--- config.mk ---
export PLATFORM = sky130hd
export DESIGN_NAME = dot_ctrl_flat
export DESIGN_NICKNAME = d
export VERILOG_FILES = /design/src/rtl/dot_ctrl_pkg.sv /design/src/rtl/dot_ctrl_if.sv /design/src/rtl/dot_ctrl_tmo.sv /design/src/rtl/dot_ctrl.sv /design/src/flat_wrapper.sv
export SDC_FILE = /design/constraint.sdc
export NUM_CORES = 1
export LEC_CHECK = 0
export CORE_MARGIN = 5
export CORE_UTILIZATION = 40
export CTS_CLUSTER_SIZE = 28
export DETAILED_ROUTE_END_ITERATION = 10
export PLACE_DENSITY = 0.7
export SYNTH_ARGS = -nofsm -noshare
export SYNTH_HDL_FRONTEND = slang
export SYNTH_SLANG_ARGS = --single-unit
--- constraint.sdc ---
create_clock -name clk -period 2.3 [get_ports clk]
set_clock_uncertainty 0.15 [all_clocks]
set_input_delay 0.345 -clock clk [delete_from_list [all_inputs] [get_ports clk]]
set_output_delay 0.345 -clock clk [all_outputs]
set_load 0.1 [all_outputs]
--- src/rtl/dot_ctrl_pkg.sv ---
// rtl/dot_ctrl_pkg.sv - shared constants, state encoding and helpers for the dot-product controller
package dot_ctrl_pkg;

  localparam int DATA_LEN = 16;
  localparam int CS_W     = 4;
  localparam int N_CS_DEF = 12;

  typedef enum logic [2:0] {
    ST_IDLE  = 3'd0,
    ST_FETCH = 3'd1,
    ST_RUN   = 3'd2,
    ST_WAIT  = 3'd3,
    ST_WRITE = 3'd4,
    ST_GAP   = 3'd5,
    ST_DONE  = 3'd6
  } state_t;

  // The channel keeps its load high from RUN until the result is written back.
  function automatic logic st_loads(input state_t s);
    return (s == ST_RUN) || (s == ST_WAIT) || (s == ST_WRITE);
  endfunction

  function automatic logic st_cs_live(input state_t s);
    return (s == ST_RUN) || (s == ST_WAIT);
  endfunction

endpackage

--- src/rtl/dot_ctrl_if.sv ---
// rtl/dot_ctrl_if.sv - feature-buffer, dot-channel and result-write signals of the controller
interface dot_ctrl_if
  import dot_ctrl_pkg::*;
#(
  parameter int PIX_W = 6
);

  logic [PIX_W-1:0]    in_addr;
  logic                in_rdy;
  logic                ch_load;
  logic [CS_W-1:0]     ch_cs;
  logic                ch_valid;
  logic [DATA_LEN-1:0] ch_q;
  logic                out_we;
  logic [PIX_W-1:0]    out_addr;
  logic [DATA_LEN-1:0] out_data;

  modport master (
    output in_addr, ch_load, ch_cs, out_we, out_addr, out_data,
    input  in_rdy, ch_valid, ch_q
  );

  modport slave (
    input  in_addr, ch_load, ch_cs, out_we, out_addr, out_data,
    output in_rdy, ch_valid, ch_q
  );

endinterface

--- src/rtl/dot_ctrl_tmo.sv ---
// rtl/dot_ctrl_tmo.sv - WAIT-state timeout counter; expires on the TMO-th enabled cycle
module dot_tmo #(
  parameter int TMO = 32
) (
  input  logic clk,
  input  logic rst_n,
  input  logic i_clr,
  input  logic i_en,
  output logic o_expire
);

  localparam int            TW   = (TMO > 1) ? $clog2(TMO) : 1;
  localparam logic [TW-1:0] LAST = TW'(TMO - 1);

  logic [TW-1:0] r_cnt;

  always_ff @(posedge clk or negedge rst_n) begin
    if (!rst_n) begin
      r_cnt <= '0;
    end else if (i_clr) begin
      r_cnt <= '0;
    end else if (i_en && (r_cnt != LAST)) begin
      r_cnt <= r_cnt + 1'b1;
    end
  end

  assign o_expire = i_en && (r_cnt == LAST);

endmodule

--- src/rtl/dot_ctrl.sv ---
// rtl/dot_ctrl.sv - sequences one layer pass: per pixel fetch, chunked dot product, result write
module dot_ctrl
  import dot_ctrl_pkg::*;
#(
  parameter int N_PIX = 64,
  parameter int PIX_W = 6,
  parameter int N_CS  = N_CS_DEF,
  parameter int TMO   = 32
) (
  input  logic       clk,
  input  logic       rst_n,
  input  logic       start,
  input  logic       abort,
  output logic       busy,
  output logic       done,
  output logic       err,
  dot_ctrl_if.master bus
);

  localparam logic [PIX_W-1:0] PIX_LAST = PIX_W'(N_PIX - 1);
  localparam logic [CS_W-1:0]  CS_LAST  = CS_W'(N_CS - 1);

  state_t              r_state;
  state_t              w_state_nxt;
  logic [PIX_W-1:0]    r_pix;
  logic [CS_W-1:0]     r_cs;
  logic [DATA_LEN-1:0] r_data;
  logic                r_err;

  logic w_go;
  logic w_capture;
  logic w_timeout;
  logic w_adv;
  logic w_tmo_exp;
  logic w_tmo_en;
  logic w_tmo_clr;

  assign w_tmo_en  = (r_state == ST_WAIT);
  assign w_tmo_clr = (r_state != ST_WAIT);

  dot_tmo #(
    .TMO (TMO)
  ) u_tmo (
    .clk      (clk),
    .rst_n    (rst_n),
    .i_clr    (w_tmo_clr),
    .i_en     (w_tmo_en),
    .o_expire (w_tmo_exp)
  );

  always_ff @(posedge clk or negedge rst_n) begin
    if (!rst_n) begin
      r_state <= ST_IDLE;
    end else begin
      r_state <= w_state_nxt;
    end
  end

  always_comb begin
    w_state_nxt = r_state;
    w_go        = 1'b0;
    w_capture   = 1'b0;
    w_timeout   = 1'b0;
    w_adv       = 1'b0;

    case (r_state)
      ST_IDLE: begin
        if (start) begin
          w_state_nxt = ST_FETCH;
          w_go        = 1'b1;
        end
      end
      ST_FETCH: begin
        if (bus.in_rdy) begin
          w_state_nxt = ST_RUN;
        end
      end
      ST_RUN: begin
        if (r_cs == CS_LAST) begin
          w_state_nxt = ST_WAIT;
        end
      end
      ST_WAIT: begin
        // A result arriving on the last permitted cycle still wins over the timeout.
        if (bus.ch_valid) begin
          w_state_nxt = ST_WRITE;
          w_capture   = 1'b1;
        end else if (w_tmo_exp) begin
          w_state_nxt = ST_GAP;
          w_timeout   = 1'b1;
        end
      end
      ST_WRITE: begin
        w_state_nxt = ST_GAP;
      end
      ST_GAP: begin
        if (r_pix == PIX_LAST) begin
          w_state_nxt = ST_DONE;
        end else begin
          w_state_nxt = ST_FETCH;
          w_adv       = 1'b1;
        end
      end
      ST_DONE: begin
        w_state_nxt = ST_IDLE;
      end
      default: begin
        w_state_nxt = ST_IDLE;
      end
    endcase

    if (abort) begin
      w_state_nxt = ST_IDLE;
      w_go        = 1'b0;
      w_capture   = 1'b0;
      w_timeout   = 1'b0;
      w_adv       = 1'b0;
    end

    busy         = (r_state != ST_IDLE);
    done         = (r_state == ST_DONE);
    err          = r_err;
    bus.in_addr  = r_pix;
    bus.ch_load  = st_loads(r_state);
    bus.ch_cs    = st_cs_live(r_state) ? r_cs : '0;
    bus.out_we   = (r_state == ST_WRITE);
    bus.out_addr = r_pix;
    bus.out_data = r_data;
  end

  always_ff @(posedge clk or negedge rst_n) begin
    if (!rst_n) begin
      r_pix  <= '0;
      r_cs   <= '0;
      r_data <= '0;
      r_err  <= 1'b0;
    end else begin
      if (w_go) begin
        r_pix <= '0;
        r_err <= 1'b0;
      end else if (w_adv) begin
        r_pix <= r_pix + 1'b1;
      end

      if (w_timeout) begin
        r_err <= 1'b1;
      end

      if (w_capture) begin
        r_data <= bus.ch_q;
      end

      // Chunk select counts through RUN, parks on the last chunk in WAIT, else rests at zero.
      if (st_cs_live(w_state_nxt)) begin
        if ((r_state == ST_RUN) && (r_cs != CS_LAST)) begin
          r_cs <= r_cs + 1'b1;
        end
      end else begin
        r_cs <= '0;
      end
    end
  end

endmodule
--- src/flat_wrapper.sv ---
// flat-port wrapper written by rule: the top's interface ports become plain ports
module dot_ctrl_flat import dot_ctrl_pkg::*;
#(
  parameter int N_PIX = 64,
  parameter int PIX_W = 6,
  parameter int N_CS  = N_CS_DEF,
  parameter int TMO   = 32
)
  (clk, rst_n, start, abort, busy, done, err, bus_in_addr, bus_ch_load, bus_ch_cs, bus_out_we, bus_out_addr, bus_out_data, bus_in_rdy, bus_ch_valid, bus_ch_q);
  dot_ctrl_if #(.PIX_W(PIX_W)) bus_i ();
  input  logic clk;
  input  logic rst_n;
  input  logic start;
  input  logic abort;
  output logic busy;
  output logic done;
  output logic err;
  output wire logic [$bits(bus_i.in_addr)-1:0] bus_in_addr;
  output wire logic [$bits(bus_i.ch_load)-1:0] bus_ch_load;
  output wire logic [$bits(bus_i.ch_cs)-1:0] bus_ch_cs;
  output wire logic [$bits(bus_i.out_we)-1:0] bus_out_we;
  output wire logic [$bits(bus_i.out_addr)-1:0] bus_out_addr;
  output wire logic [$bits(bus_i.out_data)-1:0] bus_out_data;
  input wire logic [$bits(bus_i.in_rdy)-1:0] bus_in_rdy;
  input wire logic [$bits(bus_i.ch_valid)-1:0] bus_ch_valid;
  input wire logic [$bits(bus_i.ch_q)-1:0] bus_ch_q;
  assign bus_in_addr = bus_i.in_addr;
  assign bus_ch_load = bus_i.ch_load;
  assign bus_ch_cs = bus_i.ch_cs;
  assign bus_out_we = bus_i.out_we;
  assign bus_out_addr = bus_i.out_addr;
  assign bus_out_data = bus_i.out_data;
  assign bus_i.in_rdy = bus_in_rdy;
  assign bus_i.ch_valid = bus_ch_valid;
  assign bus_i.ch_q = bus_ch_q;
  dot_ctrl #(.N_PIX(N_PIX), .PIX_W(PIX_W), .N_CS(N_CS), .TMO(TMO)) u_core (.clk(clk), .rst_n(rst_n), .start(start), .abort(abort), .busy(busy), .done(done), .err(err), .bus(bus_i));
endmodule
# Word-level counts from Yosys, hierarchy flattened
# Index checks and enable logic that the tools add are counted.
# totals
wordCells,65
inputBits,22
regBits,35
# classes
muxes,30
n_addsub,3
n_reduce_logical,11
n_eq_ne,15
# ops
cell,count
3-bit 2-to-1 mux,7
3-bit case mux with 6 select lines,1
1-bit 2-to-1 mux,15
3-bit by 2-bit == test with 1-bit output (second input constant),4
4-bit 2-to-1 mux,3
6-bit 2-to-1 mux,2
5-bit 2-to-1 mux,2
3-bit == test (second input constant),3
6-bit by 1-bit adder with 6-bit output (second input constant),1
6-bit == test (second input constant),1
2-bit nonzero test,3
5-bit by 1-bit adder with 5-bit output (second input constant),1
5-bit == test (second input constant),1
5-bit != test (second input constant),1
4-bit by 1-bit adder with 4-bit output (second input constant),1
4-bit == test (second input constant),1
4-bit != test (second input constant),1
3-bit by 1-bit == test with 1-bit output (second input constant),1
1-bit logical AND,3
3-bit logical NOT,1
1-bit logical OR,3
3-bit by 2-bit != test with 1-bit output (second input constant),1
3-bit nonzero test,1
2-bit != test (second input constant),1

# Depth between registers and ports, before layout
# Gate-level depths: netlist of the first run.
# logic_depth
depth_word,9
ltp_mapped,7

# By module
# Synthesis of the first run repeated with hierarchy kept, for this count alone.
# unflattened
cells_unflattened,160
hier_area_um2,1756.7
# modules_own_cells
module,seq_area_each_um2,instances,area_per_inst_um2,cells_per_inst
dot_ctrl,750.7,1,1500.2,136
dot_tmo,125.1,1,256.5,24

# Least setup slack after synthesis of the first run
# Ideal clock, no wire load.
# synth_path
path_kind,register -> output
startpoint,register u_core.r_state[1]
endpoint,output bus_ch_load
required_ns,1.805
path_slack_ns,0.177
path_stages_with_launch,5
arrival_ns,1.628
n_path_buf,1
cell_sequence,dfrtp_1 -> buf_2 -> nand2b_1 -> or2_1 -> nand2b_1
# synth_via
elab_chain_cells,3
# synth_lines
item,line_no,rtl
from (decl),dot_ctrl.sv:23,state_t r_state;
from (signal assigned),dot_ctrl.sv:55,r_state <= w_state_nxt;
3-bit by 2-bit == test with 1-bit output,dot_ctrl_pkg.sv:20,return (s == ST_RUN) || (s == ST_WAIT) || (s == ST_WRITE);
1-bit logical OR,dot_ctrl_pkg.sv:20,
1-bit logical OR *,dot_ctrl_pkg.sv:20,
to (decl),flat_wrapper.sv:19,output wire logic [$bits(bus_i.ch_load)-1:0] bus_ch_load;
# Mark *: on every way between the ends. The rest lies on a longest branch, timed or not.

# Worst setup path after layout of the first run
# Ends and elaborated chain as after synthesis.

==> results of run 1 <==
==> power by group <==
| part | leakage, nW | switching (mW) | total (mW) | internal (mW) |
|---|---|---|---|---|
| logic | 0.704 | 0.489 | 0.636 | 0.147 |
| registers | 0.478 | 0.0386 | 0.708 | 0.670 |
| clock network | 0.0412 | 0.211 | 0.422 | 0.211 |
| total | 1.22 | 0.738 | 1.77 | 1.03 |
==> per-stage QoR <==
stage               total power, mW  cells
global placement               1.35    256
finish                         1.77    264
global route                   1.84    264
floorplan                      1.19    157
detailed placement             1.36    256
CTS                            1.79    264
==> how the worst max path moves through the flow <==
stage	slack, ns	cells past startpoint	end
final	0.19	4	bus_ch_load
after floorplan	0.18	4	bus_ch_load
after global routing	0.07	4	bus_ch_load
after CTS	0.18	4	bus_ch_load
after detailed placement	0.17	4	u_core.bus.out_data[14]
after global placement	0.22	4	u_core.bus.out_data[0]
==> synth_stat cells (all sizes together), types with 2 or more instances <==
master	instances	area [µm²]
o211ai	2	15.0
dfrtp	35	876
a31oi	2	12.5
and3b	2	17.5
nor2	8	32.5
xor2	2	17.5
clkbuf	2	7.51
or4	2	15.0
and2	5	31.3
a21oi	5	25.0
inv	8	30.0
or3	3	18.8
and3	4	25.0
o21ai	10	50.0
nand3	4	20.0
a21o	3	22.5
nand2b	2	12.5
nor2b	3	18.8
buf	10	67.6
nand4	3	33.8
ha	4	50.1
mux2i	6	60.1
mux2	16	180
or3b	2	17.5
==> cells in the final DEF, fill, tap and decap left out, types with 3 or more instances in the layout <==
cell              n
a21o_1            3
a21oi_1           5
and2_1            5
and3_1            4
buf_12            7
buf_4            31
clkbuf_8          5
clkdlybuf4s50_1  21
dfrtp_1          35
ha_1              4
inv_1             8
mux2_1           16
mux2i_1           6
nand3_1           4
nor2_1            7
nor2b_1           3
o21ai_1           9
or3_1             3
==> registers in the layout (all words and copies together), names as in the netlist <==
name / count
u_core.u_tmo.r_cnt: 5
u_core.bus.in_addr: 6
u_core.err: 1
u_core.r_cs: 4
u_core.bus.out_data: 16
u_core.r_state: 3
==> logic make-up (layout without fill, tap and decap cells) <==
| logic type | count (synthesis) | count (layout) | share of synthesized area [%] |
|---|---|---|---|
| xor+xnor | 3 | 3 | 1.48 |
| mux | 23 | 23 | 14.8 |
| fa+ha+maj | 4 | 4 | 2.81 |
| compound gates | 25 | 25 | 8.23 |
| flops | 35 | 35 | 49.2 |
| simple gates | 47 | 47 | 17.6 |
| buf+inv | 20 | 75 | 5.91 |
==> per-layer routing <==
layer  up-vias  track usage, %  wire, µm
met5         -               0         0
met3         5            5.15       226
li1        659               -         -
met1       658            15.3      1500
met2        28            24.2      2110
met4         0            4.02        34
==> layout make-up <==
cell class / instances / area (µm²)
sequential: 35 / 876
fill: 378 / 1890
clock buffer: 6 / 72.6
tap: 52 / 65.1
timing repair buffer: 59 / 583
clock inverter: 2 / 12.5
inverter: 8 / 30.0
multi-input combinational: 102 / 798
==> worst max-delay path, cell delays in order (launching register included) <==
cell,delay [ns]
dfrtp_1,0.52
nand2b_1,0.22
or2_1,0.27
nand2b_1,0.14
buf_12,0.18
==> flow_summary.json, run 1 <==
{
  "status": "completed",
  "grt_pass1_vias": 1451,
  "cts.htree.levels": 2,
  "dp_hpwl_um": 3050,
  "hold_path.class": "in -> async",
  "seq_area_frac_synth_pct": 49.2,
  "finalCoreUtilization_pct": 56.4,
  "syn-cell-area_um2": 1780,
  "grt_antenna_before_repair": 0,
  "setup_slack_ns": 0.189,
  "initial_core_util_pct": 41.1,
  "ys.flop_type": "dfrtp_1",
  "crit_path_max_fanout": 13,
  "clk_pin_slew_ns": 0.07,
  "drc": 0,
  "yosys_warnings": 0,
  "setup_viol": 0,
  "powerDensity_nw_per_um2": 725,
  "numCtsBuffers": 5,
  "synth-seq-cells": 35,
  "track_usage_pct": 13.7,
  "wirelength_um": 3880,
  "r2r-start": "u_core.u_tmo.r_cnt[0]",
  "design_area_um2": 2440,
  "diodes": 0,
  "synthDistinctLibCells": 42,
  "firstDrtPassIters": 4,
  "cp.arrival_ns": 1.62,
  "cp-end-kind": "output pin",
  "clockBufferDepth": 2,
  "finalWorstPathRequiredPeriod_ns": 2.11,
  "rsz0062_at_grt": "false",
  "max-cap-violations": 0,
  "synth_nets": 183,
  "first_iter_violations": 76,
  "holdWs_ns": 0.320,
  "drive_above_1_share_pct": 23.1,
  "reg2reg_to": "u_core.r_cs[0]",
  "finalNetCount": 237,
  "area_growth_pct": 37.0,
  "grt_start_max_net_pins": 36,
  "maxSlewViolCount": 0,
  "vias_per_cell": 5.11,
  "dpl-instance-area_um2": 2350,
  "hold_buffers": 0,
  "critPathRequiredTime_ns": 1.80,
  "post-cts-setup-buffer-count": 0,
  "die_h_um": 76.7,
  "crit_start": "u_core.r_state[1]",
  "grt_pass1_wl_um": 6670,
  "post_cts_resized": 0,
  "worstSetupPathType": "reg -> out",
  "synth_edf_count": 0,
  "place_ws_ns": 0.175,
  "root_buffer": "clkbuf_8",
  "dr_total_vias": 1350,
  "syn_avg_cell_area_um2": 11.3,
  "async_flop_share_pct": 100,
  "grt_overflow": 0,
  "reg2regPathDepth": 6,
  "gp_congestion": 0.853,
  "insertion_delay_ns": 0.28,
  "drt-wirelength-per-cell_um": 14.7,
  "period_share_pct": 91.8,
  "syn_inst": 157,
  "irDropWorstVdd_v": 0.000657,
  "core_area_um2": 4320,
  "postRouteAntennaNets": 0,
  "setup_tns_ns": 0,
  "rrSetupSlack_ns": 0.38,
  "clock_sinks": 35,
  "portBuffers": 58,
  "std_cell_rows": 24,
  "worst_pin_slew_ns": 0.440,
  "maxSlewHeadroom_pct": 70.6,
  "ioPinCount": 59,
  "power.leakage_nw": 1.22,
  "cts_tree": "built",
  "startpoint_type": "flop",
  "finalHoldViolCount": 0,
  "die_w_um": 76.7,
  "fmax_ghz": 0.474,
  "die_area_um2": 5880
}
Note: power is estimated with default switching activity, not from simulation.
==> run 2: changes to the inputs <==
--- a/config.mk
+++ b/config.mk
@@ -9,7 +9,7 @@
 export CORE_UTILIZATION = 40
 export CTS_CLUSTER_SIZE = 28
 export DETAILED_ROUTE_END_ITERATION = 10
-export PLACE_DENSITY = 0.7
+export PLACE_DENSITY = 0.8
 export SYNTH_ARGS = -nofsm -noshare
 export SYNTH_HDL_FRONTEND = slang
 export SYNTH_SLANG_ARGS = --single-unit
==> run 2 against run 1 <==
Compared with the run above:
- critical path depth unchanged
- final area grew 0.10%
- utilization grew 0.058 points
==> flow_summary.json, run 2 (synthesized netlist as in run 1, its figures left out) <==
{
  "postRouteAntennaNets": 0,
  "cp-end-kind": "output pin",
  "gp_congestion": 0.740,
  "maxSlewHeadroom_pct": 70.4,
  "startpoint_type": "flop",
  "vias_per_cell": 5.21,
  "area_growth_pct": 37.1,
  "initial_core_util_pct": 41.1,
  "ioPinCount": 59,
  "dp_hpwl_um": 2670,
  "fmax_ghz": 0.478,
  "post-place-cells": 256,
  "numCtsBuffers": 5,
  "root_buffer": "clkbuf_8",
  "cts_tree": "built",
  "first_iter_violations": 47,
  "cts.htree.levels": 2,
  "worst_pin_slew_ns": 0.444,
  "powerDensity_nw_per_um2": 734,
  "final_common_cell": "dfrtp_1",
  "drc": 0,
  "final_cells": 263,
  "finalNetCount": 237,
  "layout_common_cells": "35 x dfrtp_1, 31 x buf_4, 21 x clkdlybuf4s50_1, 16 x mux2_1, 9 x o21ai_1",
  "post-cts-setup-buffer-count": 0,
  "status": "completed",
  "firstDrtPassIters": 4,
  "cp.arrival_ns": 1.60,
  "core_area_um2": 4320,
  "portBuffers": 58,
  "die_w_um": 76.7,
  "grt_start_max_net_pins": 36,
  "largest_reg_flops": 16,
  "critPathRequiredTime_ns": 1.80,
  "wirelength_um": 3650,
  "max-cap-violations": 0,
  "power.leakage_nw": 1.23,
  "setup_tns_ns": 0,
  "irDropWorstVdd_v": 0.000472,
  "clk_pin_slew_ns": 0.07,
  "post_cts_resized": 0,
  "rsz0062_at_grt": "false",
  "grt_pass1_vias": 1286,
  "finalHoldViolCount": 0,
  "drt-wirelength-per-cell_um": 13.9,
  "finalWorstPathRequiredPeriod_ns": 2.09,
  "track_usage_pct": 12.7,
  "die_h_um": 76.7,
  "grt_overflow": 0,
  "hold_path.class": "in -> async",
  "grt_antenna_before_repair": 0,
  "insertion_delay_ns": 0.28,
  "drive_above_1_share_pct": 23.2,
  "grt_pass1_wl_um": 6050,
  "dr_total_vias": 1371,
  "std_cell_rows": 24,
  "crit_path_max_fanout": 13,
  "maxSlewViolCount": 0,
  "clockBufferDepth": 2,
  "worstSetupPathType": "reg -> out",
  "clock_sinks": 35,
  "period_share_pct": 90.9,
  "die_area_um2": 5880,
  "hold_buffers": 0,
  "diodes": 0,
  "setup_viol": 0
}
[run 2: changes by cell type in the layout (fill, tap and decap cells not counted), sizes merged]
| cell | before | now |
|---|---|---|
| clkinvlp | 1 | 0 |
[run 2: worst max-delay path, cell delays in order, from the launching register on]
cell      delay, ns
dfrtp_1        0.53
nand2b_1       0.22
or2_1          0.25
nand2b_1       0.13
buf_12         0.18
[run 2: worst paths after layout]
check / start / endpoint / slack [ns] / depth (start not counted)
max: u_core.r_state[1] / bus_ch_load / 0.21 / 4
min: rst_n / u_core.r_state[0] / 0.32 / 2
max reg2reg: u_core.u_tmo.r_cnt[0] / u_core.r_cs[0] / 0.38 / 6
min reg2reg: u_core.bus.out_data[0] / u_core.bus.out_data[0] / 0.35 / 1
max in group asynchronous: rst_n / u_core.bus.out_data[3] / 1.37 / 2
min in group clk: u_core.bus.out_data[0] / u_core.bus.out_data[0] / 0.35 / 1
[run 2: metal layers]
layer / share of wire (%) / track usage [%]
met5: 0 / 0
met4: 2.1 / 6.29
met3: 7.8 / 5.15
met2: 46 / 19.2
met1: 44 / 15.7
[run 2: power by group]
group / leakage, nW / total (mW) / internal (mW) / switching (mW)
registers: 0.478 / 0.710 / 0.670 / 0.0404
logic: 0.704 / 0.633 / 0.147 / 0.486
clock network: 0.0470 / 0.447 / 0.235 / 0.212
[run 2: cell type report]
cell class / count / area (µm²)
clock buffers: 6 / 82.6
clock inverters: 1 / 5.00
fillers: 375 / 1880
inverters: 8 / 30.0
multi-input cells: 102 / 798
flip-flops and latches: 35 / 876
well taps: 52 / 65.1
repair buffers: 59 / 583
[run 2: per-stage QoR]
stage               power, mW  util, %  setup WS, ns  hold WS [ns]  area, µm²
global placement         1.35     54.4         0.162         0.325       2350
detailed placement       1.36     54.4         0.181         0.337       2350
global route             1.86     56.4         0.127         0.365       2440
CTS                      1.82     56.4         0.201         0.327       2440
floorplan                1.19        -         0.177        -0.101       1780
finish                   1.79     56.4         0.208         0.322       2440
